===== config.mk =====
export PLATFORM = sky130hd
export DESIGN_NAME = alu_seq_ctrl_flat
export DESIGN_NICKNAME = d
export VERILOG_FILES = /design/src/rtl/alu_seq_ctrl_if.sv /design/src/rtl/alu_seq_ctrl.sv /design/src/flat_wrapper.sv
export SDC_FILE = /design/constraint.sdc
export NUM_CORES = 1
export LEC_CHECK = 0
export ABC_AREA = 1
export BUFFER_PORTS_ARGS = -buffer_cell sky130_fd_sc_hd__buf_2
export CORE_MARGIN = 10
export CORE_UTILIZATION = 40
export CTS_BUF_LIST = sky130_fd_sc_hd__clkbuf_2 sky130_fd_sc_hd__clkbuf_4 sky130_fd_sc_hd__clkbuf_8
export DETAILED_ROUTE_END_ITERATION = 10
export PLACE_DENSITY = 0.76
export RECOVER_POWER = 50
export SYNTH_ARGS = -nofsm -noshare
export SYNTH_HDL_FRONTEND = slang
export SYNTH_SLANG_ARGS = --single-unit

===== constraint.sdc =====
create_clock -name clk -period 3 [get_ports clk]
set_input_delay 0.3 -clock clk [delete_from_list [all_inputs] [get_ports clk]]
set_output_delay 0.3 -clock clk [all_outputs]
set_load 0.03 [all_outputs]

===== src/rtl/alu_seq_ctrl_if.sv =====
// Request / ALU / result bundle between alu_seq_ctrl and its neighbours.
// slave is the controller's view; master is the surrounding logic's view.
interface alu_seq_ctrl_if #(
  parameter int DATA_W = 4,
  parameter int RES_W  = 2 * DATA_W
);
  logic              in_valid;
  logic              in_ready;
  logic [DATA_W-1:0] in_a;
  logic [DATA_W-1:0] in_b;
  logic [2:0]        in_op;
  logic [DATA_W-1:0] alu_a;
  logic [DATA_W-1:0] alu_b;
  logic [2:0]        alu_sel;
  logic [RES_W-1:0]  alu_out;
  logic              alu_cout;
  logic              res_valid;
  logic              res_ready;
  logic [RES_W-1:0]  res_data;
  logic              res_cout;
  logic              res_illegal;
  logic [15:0]       op_count;

  modport slave (
    input  in_valid, in_a, in_b, in_op, alu_out, alu_cout, res_ready,
    output in_ready, alu_a, alu_b, alu_sel, res_valid, res_data, res_cout,
           res_illegal, op_count
  );

  modport master (
    output in_valid, in_a, in_b, in_op, alu_out, alu_cout, res_ready,
    input  in_ready, alu_a, alu_b, alu_sel, res_valid, res_data, res_cout,
           res_illegal, op_count
  );
endinterface


===== src/rtl/alu_seq_ctrl.sv =====
// Sequencer around an external combinational ALU: latch operands, capture the
// result one cycle later, hold it until downstream takes it, count deliveries.
module alu_seq_ctrl #(
  parameter int DATA_W = 4,
  parameter int RES_W  = 2 * DATA_W
) (
  input  logic         clk,
  input  logic         rst_n,
  alu_seq_ctrl_if.slave bus
);

  localparam logic [1:0] IDLE = 2'b00;
  localparam logic [1:0] EXEC = 2'b01;
  localparam logic [1:0] DONE = 2'b10;

  logic [1:0]        state_q;
  logic [DATA_W-1:0] alu_a_q;
  logic [DATA_W-1:0] alu_b_q;
  logic [2:0]        alu_sel_q;
  logic              res_valid_q;
  logic [RES_W-1:0]  res_data_q;
  logic              res_cout_q;
  logic              res_illegal_q;
  logic [15:0]       op_count_q;

  // Opcodes 6/7 are reserved; carry is only defined for ADD (0) and SUB (1).
  logic sel_illegal;
  logic sel_arith;
  assign sel_illegal = alu_sel_q[2] & alu_sel_q[1];
  assign sel_arith   = (alu_sel_q[2:1] == 2'b00);

  always_ff @(posedge clk) begin
    // NOTE: every register here, result and counter included, is cleared by
    // reset so an aborted operation leaves nothing visible downstream.
    if (!rst_n) begin
      state_q       <= IDLE;
      alu_a_q       <= '0;
      alu_b_q       <= '0;
      alu_sel_q     <= '0;
      res_valid_q   <= 1'b0;
      res_data_q    <= '0;
      res_cout_q    <= 1'b0;
      res_illegal_q <= 1'b0;
      op_count_q    <= '0;
    end else begin
      // NOTE: non-blocking assignments keep every register sampling the
      // pre-edge values, regardless of statement order.
      case (state_q)
        IDLE: begin
          if (bus.in_valid) begin
            alu_a_q   <= bus.in_a;
            alu_b_q   <= bus.in_b;
            alu_sel_q <= bus.in_op;
            state_q   <= EXEC;
          end
        end
        EXEC: begin
          if (sel_illegal) begin
            res_data_q    <= '0;
            res_cout_q    <= 1'b0;
            res_illegal_q <= 1'b1;
          end else begin
            res_data_q    <= bus.alu_out;
            res_cout_q    <= sel_arith & bus.alu_cout;
            res_illegal_q <= 1'b0;
          end
          res_valid_q <= 1'b1;
          state_q     <= DONE;
        end
        DONE: begin
          if (bus.res_ready) begin
            res_valid_q <= 1'b0;
            if (op_count_q != 16'hFFFF) begin
              op_count_q <= op_count_q + 16'd1;
            end
            state_q <= IDLE;
          end
        end
        default: state_q <= IDLE;
      endcase
    end
  end

  // Pure state decode: upstream can never see in_ready react to its own inputs.
  assign bus.in_ready    = (state_q == IDLE);
  assign bus.alu_a       = alu_a_q;
  assign bus.alu_b       = alu_b_q;
  assign bus.alu_sel     = alu_sel_q;
  assign bus.res_valid   = res_valid_q;
  assign bus.res_data    = res_data_q;
  assign bus.res_cout    = res_cout_q;
  assign bus.res_illegal = res_illegal_q;
  assign bus.op_count    = op_count_q;

endmodule


===== src/flat_wrapper.sv =====
// flat-port wrapper written by rule: the top's interface ports become plain ports
module alu_seq_ctrl_flat 
#(
  parameter int DATA_W = 4,
  parameter int RES_W  = 2 * DATA_W
)
  (clk, rst_n, bus_in_valid, bus_in_a, bus_in_b, bus_in_op, bus_alu_out, bus_alu_cout, bus_res_ready, bus_in_ready, bus_alu_a, bus_alu_b, bus_alu_sel, bus_res_valid, bus_res_data, bus_res_cout, bus_res_illegal, bus_op_count);
  alu_seq_ctrl_if #(.DATA_W(DATA_W), .RES_W(RES_W)) bus_i ();
  input  logic clk;
  input  logic rst_n;
  input wire logic [$bits(bus_i.in_valid)-1:0] bus_in_valid;
  input wire logic [$bits(bus_i.in_a)-1:0] bus_in_a;
  input wire logic [$bits(bus_i.in_b)-1:0] bus_in_b;
  input wire logic [$bits(bus_i.in_op)-1:0] bus_in_op;
  input wire logic [$bits(bus_i.alu_out)-1:0] bus_alu_out;
  input wire logic [$bits(bus_i.alu_cout)-1:0] bus_alu_cout;
  input wire logic [$bits(bus_i.res_ready)-1:0] bus_res_ready;
  output wire logic [$bits(bus_i.in_ready)-1:0] bus_in_ready;
  output wire logic [$bits(bus_i.alu_a)-1:0] bus_alu_a;
  output wire logic [$bits(bus_i.alu_b)-1:0] bus_alu_b;
  output wire logic [$bits(bus_i.alu_sel)-1:0] bus_alu_sel;
  output wire logic [$bits(bus_i.res_valid)-1:0] bus_res_valid;
  output wire logic [$bits(bus_i.res_data)-1:0] bus_res_data;
  output wire logic [$bits(bus_i.res_cout)-1:0] bus_res_cout;
  output wire logic [$bits(bus_i.res_illegal)-1:0] bus_res_illegal;
  output wire logic [$bits(bus_i.op_count)-1:0] bus_op_count;
  assign bus_i.in_valid = bus_in_valid;
  assign bus_i.in_a = bus_in_a;
  assign bus_i.in_b = bus_in_b;
  assign bus_i.in_op = bus_in_op;
  assign bus_i.alu_out = bus_alu_out;
  assign bus_i.alu_cout = bus_alu_cout;
  assign bus_i.res_ready = bus_res_ready;
  assign bus_in_ready = bus_i.in_ready;
  assign bus_alu_a = bus_i.alu_a;
  assign bus_alu_b = bus_i.alu_b;
  assign bus_alu_sel = bus_i.alu_sel;
  assign bus_res_valid = bus_i.res_valid;
  assign bus_res_data = bus_i.res_data;
  assign bus_res_cout = bus_i.res_cout;
  assign bus_res_illegal = bus_i.res_illegal;
  assign bus_op_count = bus_i.op_count;
  alu_seq_ctrl #(.DATA_W(DATA_W), .RES_W(RES_W)) u_core (.clk(clk), .rst_n(rst_n), .bus(bus_i));
endmodule

==> run_results.csv, run 1 <==
group,metric,value,unit
die,die_area,7690,um^2
logic_synthesis,ys_async_sr_fraction,0,%
grt,met2_usage,20.6,%
die,die_h,87.7,um
finish,area_delta_synth_final,22.2,%
job,timing.max_cap.violations,0,
clock_tree,cts.repair.resized,0,
detailed_routing,viasPerCell,4.79,
pwr,comb_power_share,11.8,%
grt,antenna_found_initial,0,
logic_synthesis,synth_top_flop_cell,"dfxtp_1",
logic_synthesis,synth_edf_count,0,
run_status,outcome,"finished, final reports clean",
detailed_routing,first_iter_violations,63,
finish,antenna_cells,0,
grt,grt_use_total,12.3,%
clock_tree,path_clk_slew,0.08,ns
worst_setup_path,startpoint,"u_core.state_q[1]",
logic_synthesis,ys_seq_elements,40,
timing,drv_slew,0,
logic_synthesis,synth_cell_types,29,
clock_tree,cts_setup_buffers,0,
timing,max_freq,630,MHz
worst_setup_path,cp_data_arrival_time,1.76,ns
hold_path,worstHoldPathType,"input pin to register",
worst_setup_path,cp.required,3.17,ns
logic_synthesis,yosysWarnings,0,
clock_tree,tritoncts,"yes",
worst_setup_path,path_cells,"or2_0, a21oi_4, a22oi_1, nor2_1",
worst_setup_path,crit_buf_inv,0,
grt,grt_pass1_wl,7.83,mm
worst_setup_path,cp_slowest_cell,"or2_0",
clock_tree,cts.htree.levels,2,
place,io_buffer_count,62,
clock_tree,cts_made_buffers,5,
detailed_routing,wirelength,4.51,mm
pwr,p_leak,0.905,nW
worst_setup_path,start_kind,"register",
finish,drive_gt1_share,16.7,%
worst_setup_path,path_class,"register to register",
detailed_routing,first_pass_iters,4,
timing,tns,0,ns
grt,grt_pass1_vias,1785,
detailed_routing,dr_total_vias,1739,
die,row_count,24,
pwr,switching_share,24.4,%
die,ioPinCount,63,
logic_synthesis,synth_seq_area_share,43.7,%
pwr,ir_drop,362,uV
pwr,p_per_area,545,nW/um^2
worst_setup_path,r2r-end,"u_core.bus.res_data[5]",
worst_setup_path,ff2ff_setup_slack,1.41,ns
worst_setup_path,path_depth,4,
logic_synthesis,syn_area,1830,um^2
detailed_routing,drc,0,
pwr,intPower,0.000923,W
pwr,power_frac_seq,46.7,%
timing,finalCriticalPeriod,1.59,ns
worst_setup_path,path_delay_family,"simple AND/OR/NAND/NOR gates",
worst_setup_path,endpoint,"u_core.bus.res_data[5]",
timing,rsz0062_at_grt,"false",
logic_synthesis,netlist_instances,251,
clock_tree,root_buffer,"clkbuf_8",
pwr,power_frac_clock,41.5,%
worst_setup_path,r2r_cells,4,
detailed_routing,antenna_left,0,
clock_tree,clk_latency,0.29,ns
pwr,p_sw,0.000298,W
clock_tree,clock_path_buffers,2,
pwr,power.total,0.00122,W
worst_setup_path,cp-end-kind,"register",
worst_setup_path,max_stage_delay,0.67,ns
timing,setup_viol,0,
logic_synthesis,syn_area_per_cell,7.31,um^2
grt,grt_overflow_total,0,
grt,grt_start_max_net_pins,28,
die,core_area,4380,um^2
finish,nFillCells,460,
clock_tree,ctsHoldBuffers,0,
timing,fin_worst_skew,0.00556,ns
timing,tightest_slew,0.819,ns
logic_synthesis,syn-num-nets,276,
finish,final_core_util,51.1,%
hold_path,min_from,"bus_alu_out[3]",
finish,nets,336,
timing,max_slew_margin,45.4,%
worst_setup_path,r2r-start,"u_core.state_q[1]",
grt,busiest_layer,"met2",
place,dp_hpwl,3.46,mm
clock_tree,cts_sinks,40,
grt,grt_use_met3,4.09,%
detailed_routing,wire_per_inst,12.4,um
worst_setup_path,cp_max_fo,13,
die,dieWidth,87.7,um
grt,grt_use_met1,14.2,%
die,start_util,41.8,%
place,finalWeightedCongestion,0.833,
timing,final-hold-violation-count,0,
timing,fin_crit_sh,53.0,%
power groups by stage:
stage                     sequential, W  clock, W  combinational, W
final                          0.000570  0.000507          0.000144
after global routing           0.000574  0.000549          0.000161
after CTS                      0.000569  0.000524          0.000153
after detailed placement       0.000582         0          0.000153
after global placement         0.000581         0          0.000151
after floorplan                0.000626         0         0.0000602
metrics by stage:
stage | setup WS (ns) | area [um^2] | hold slack, ns | instances
after floorplan | 1.33 | 1830 | 0.448 | 251
after global placement | 1.46 | 2160 | 0.451 | 356
after detailed placement | 1.42 | 2160 | 0.451 | 356
after CTS | 1.41 | 2290 | 0.233 | 363
after global routing | 1.23 | 2240 | 0.254 | 363
final | 1.41 | 2240 | 0.239 | 363
cells in the mapped netlist, types with 2 or more instances:
library cell | n | area share (%)
nand3_1 | 12 | 3.3
nand2_1 | 41 | 8.4
clkbuf_1 | 5 | 1.0
inv_2 | 2 | 0.41
inv_1 | 14 | 2.9
nor2_4 | 4 | 2.5
nand2_2 | 3 | 1.0
nor2_1 | 69 | 14
buf_4 | 2 | 0.82
nand3_2 | 2 | 1.1
o21ai_0 | 15 | 4.1
nand3_4 | 2 | 1.9
xor2_1 | 2 | 0.96
dfxtp_1 | 40 | 44
a22oi_1 | 8 | 3.3
nand4_1 | 2 | 0.68
nor2_2 | 4 | 1.4
a21oi_1 | 13 | 3.5
tightest hold or removal path, delay by kind of cell:
| kind | cells | cell delay, ns |
|---|---|---|
| AO/OA/AOI/OAI | 1 | 0.05 |
| buffers and inverters | 1 | 0.07 |
| AND/OR/NAND/NOR | 1 | 0.07 |
state kept, by name, indices dropped and copies added (netlist names):
register and count:
u_core.bus.op_count 16, u_core.bus.alu_a 4, u_core.bus.res_valid 1, u_core.state_q 2
u_core.bus.res_cout 1, u_core.bus.alu_b 4, u_core.bus.res_illegal 1, u_core.bus.res_data 8
u_core.bus.alu_sel 3
area by class of cell:
cell class / instances / area (um^2) / area share [%]
flip-flops and latches: 40 / 801 / 35.7
well taps: 52 / 65.1 / 2.90
inverters: 17 / 65.1 / 2.90
multi-input cells: 185 / 918 / 41.0
clock inverters: 2 / 60.1 / 2.68
repair buffers: 62 / 263 / 11.7
clock buffers: 5 / 68.8 / 3.07
routing by layer:
layer,share of wire (%),wire [um]
met4,1.2,54
met1,44,2000
met2,48,2160
met3,6.6,296
met5,0,0
logic make-up after synthesis:
kind of cell               synth area share, %
adders and majority gates                0.682
DFF                                       43.7
and+or+nand+nor                           35.9
xor gates and xnor gates                 0.955
AOI/OAI and AO/OA                         12.6
buffers and inverters                     6.28
cells in the final DEF, fill, tap and decap left out, drive strengths merged:
cell type	netlist	layout
xor2	2	2
nand4	2	2
nand2	45	45
bufinv	0	2
a21oi	15	15
a22oi	8	8
inv	16	16
buf	4	24
o21ai	16	16
ha	1	1
and2	1	1
nand3	16	16
dfxtp	40	40
nor3	1	1
or2	1	1
clkbuf	5	43
nor2	77	77
clkinv	1	1
worst min-delay path by stage:
stage / cells after the start / end
global placement: 2 / u_core.bus.res_valid
detailed placement: 2 / u_core.bus.res_valid
CTS: 3 / u_core.bus.res_data[3]
floorplan: 2 / u_core.bus.res_data[0]
global route: 3 / u_core.bus.res_data[7]
finish: 3 / u_core.bus.res_data[3]
Note: power is estimated with default switching activity, not from simulation.
==> inputs of run 2 (changes only) <==
--- a/config.mk
+++ b/config.mk
@@ -11,7 +11,7 @@
 export CORE_UTILIZATION = 40
 export CTS_BUF_LIST = sky130_fd_sc_hd__clkbuf_2 sky130_fd_sc_hd__clkbuf_4 sky130_fd_sc_hd__clkbuf_8
 export DETAILED_ROUTE_END_ITERATION = 10
-export PLACE_DENSITY = 0.76
+export PLACE_DENSITY = 0.79
 export RECOVER_POWER = 50
 export SYNTH_ARGS = -nofsm -noshare
 export SYNTH_HDL_FRONTEND = slang
==> constraint.sdc (replaced) <==
create_clock -name clk -period 1.3 [get_ports clk]
set_input_delay 0.13 -clock clk [delete_from_list [all_inputs] [get_ports clk]]
set_output_delay 0.13 -clock clk [all_outputs]
set_load 0.03 [all_outputs]
==> run 2 against run 1 <==
The flow now finishes with violations (setup timing). Clock-buffer cell count up 1. Clock power up 63%. Via count up 12%. Cell count up 6.3%. Maximum frequency up 16%. Largest power group unchanged. Wire length up 15%. Die area unchanged. Sequential power up 130%. First-iteration DRC count up 43%. Total power up 100%.
==> run_results.csv, run 2 (synthesized netlist as in run 1, its figures left out) <==
group,metric,value,unit
worst_setup_path,start_kind,"register",
timing,fin_worst_skew,0.00915,ns
finish,layout_common_cells,"nor2_1 (61), buf_2 (36), nand2_1 (32)",
timing,setup_viol,14,
clock_tree,clock_path_buffers,2,
pwr,p_leak,1.08,nW
detailed_routing,viasPerCell,5.03,
detailed_routing,antenna_left,0,
worst_setup_path,path_class,"register to register",
detailed_routing,first_pass_iters,5,
finish,antenna_cells,0,
clock_tree,path_clk_slew,0.08,ns
clock_tree,clk_latency,0.29,ns
pwr,p_per_area,989,nW/um^2
detailed_routing,first_iter_violations,90,
grt,grt_pass1_wl,8.33,mm
die,row_count,24,
worst_setup_path,ff2ff_setup_slack,-0.08,ns
job,timing.max_cap.violations,0,
finish,stdcell_count,386,
timing,drv_slew,0,
detailed_routing,dr_total_vias,1942,
finish,largest_reg_flops,16,
detailed_routing,wirelength,5.21,mm
place,pre_cts_ws,-0.0640,ns
timing,setup_slack,-0.0750,ns
grt,antenna_found_initial,0,
finish,nFillCells,427,
die,start_util,41.8,%
timing,fin_crit_sh,106,%
grt,grt_overflow_total,0,
run_status,failed_checks,"setup timing",
finish,drive_gt1_share,38.0,%
timing,max_freq,727,MHz
worst_setup_path,cp-end-kind,"register",
place,dp.cells,371,
grt,grt_use_total,13.3,%
clock_tree,cts_sinks,40,
timing,finalCriticalPeriod,1.38,ns
hold_path,worstHoldPathType,"input pin to register",
detailed_routing,wire_per_inst,13.5,um
pwr,ir_drop,856,uV
timing,tightest_slew,0.482,ns
die,ioPinCount,63,
clock_tree,root_buffer,"clkbuf_8",
grt,grt_start_max_net_pins,27,
worst_setup_path,cp_data_arrival_time,1.56,ns
timing,max_slew_margin,67.9,%
grt,grt_pass1_vias,1929,
finish,final_common_cell,"nor2_1",
timing,final-hold-violation-count,0,
place,io_buffer_count,62,
worst_setup_path,cp.required,1.48,ns
finish,multiInputGateArea,1040,um^2
finish,area.sequential,832,um^2
run_status,outcome,"complete, but fails checks",
clock_tree,cts_made_buffers,5,
die,die_h,87.7,um
clock_tree,tritoncts,"yes",
detailed_routing,drc,0,
worst_setup_path,cp_max_fo,5,
place,dp_hpwl,3.73,mm
clock_tree,cts.htree.levels,2,
die,core_area,4380,um^2
timing,rsz0062_at_grt,"true",
place,finalWeightedCongestion,0.837,
die,dieWidth,87.7,um
die,die_area,7690,um^2
finish,area_delta_synth_final,37.7,%
finish,nets,358,
==> run 2: report_power, final <==
part           internal, W  total, W  switching, W  leakage, nW
clock             0.000397  0.000826      0.000429       0.0489
sequential         0.00127   0.00131     0.0000364        0.336
combinational     0.000114  0.000362      0.000248        0.697
==> run 2: layout make-up <==
class,count,area share [%]
Sequential cell,40,32.9
Multi-Input combinational cell,186,41.1
Timing Repair Buffer,83,17.2
Clock buffer,6,3.02
Tap cell,52,2.58
Clock inverter,2,0.446
Inverter,17,2.72
==> run 2: worst paths after layout <==
check / cells after the start / start / endpoint
worst max register to register: 8 / u_core.bus.op_count[10] / u_core.bus.op_count[14]
worst max-delay path: 8 / u_core.bus.op_count[10] / u_core.bus.op_count[14]
worst min register to register: 2 / u_core.bus.res_valid / u_core.bus.res_valid
worst min-delay path: 3 / bus_alu_out[2] / u_core.bus.res_data[2]
==> run 2: through the flow <==
stage / setup TNS [ns] / utilization, % / hold slack [ns] / cell area (um^2) / total power [W]
global route: -1.79 / 57.6 / 0.0906 / 2530 / 0.00264
floorplan: -0.717 / - / 0.278 / 1880 / 0.00158
finish: -0.468 / 57.6 / 0.0757 / 2530 / 0.00250
detailed placement: -0.343 / 53.0 / 0.377 / 2320 / 0.00171
CTS: -0.0331 / 56.3 / 0.0653 / 2470 / 0.00255
global placement: -0.0579 / 53.0 / 0.362 / 2320 / 0.00170
==> run 2: routing by layer <==
| metal | vias up | GRT usage, % | share of wire [%] | wire, um |
|---|---|---|---|---|
| met2 | 70 | 24.2 | 52 | 2710 |
| li1 | 974 | - | - | - |
| met4 | 0 | 4.78 | 0.88 | 46 |
| met3 | 5 | 5.29 | 9.9 | 515 |
| met1 | 893 | 13.3 | 37 | 1940 |
| met5 | - | 0 | 0 | 0 |
==> run 2: critical path, stage by stage (launching register included) <==
cell and delay (ns):
dfxtp_2 0.36, nand2_1 0.12, nor2_4 0.23, buf_4 0.15
nand3_1 0.09, nor2_1 0.12, nor2_1 0.06, nor2_1 0.09
nor2_1 0.06
==> run 2: repair_timing <==
item                                    in CTS  in global routing
pin swaps                                    4                 15
endpoints found under the setup margin      11                 26
gates resized for setup                     12                 19
buffers inserted                             1                  5
gates cloned                                 1                  0
hold buffers                                 0                  0
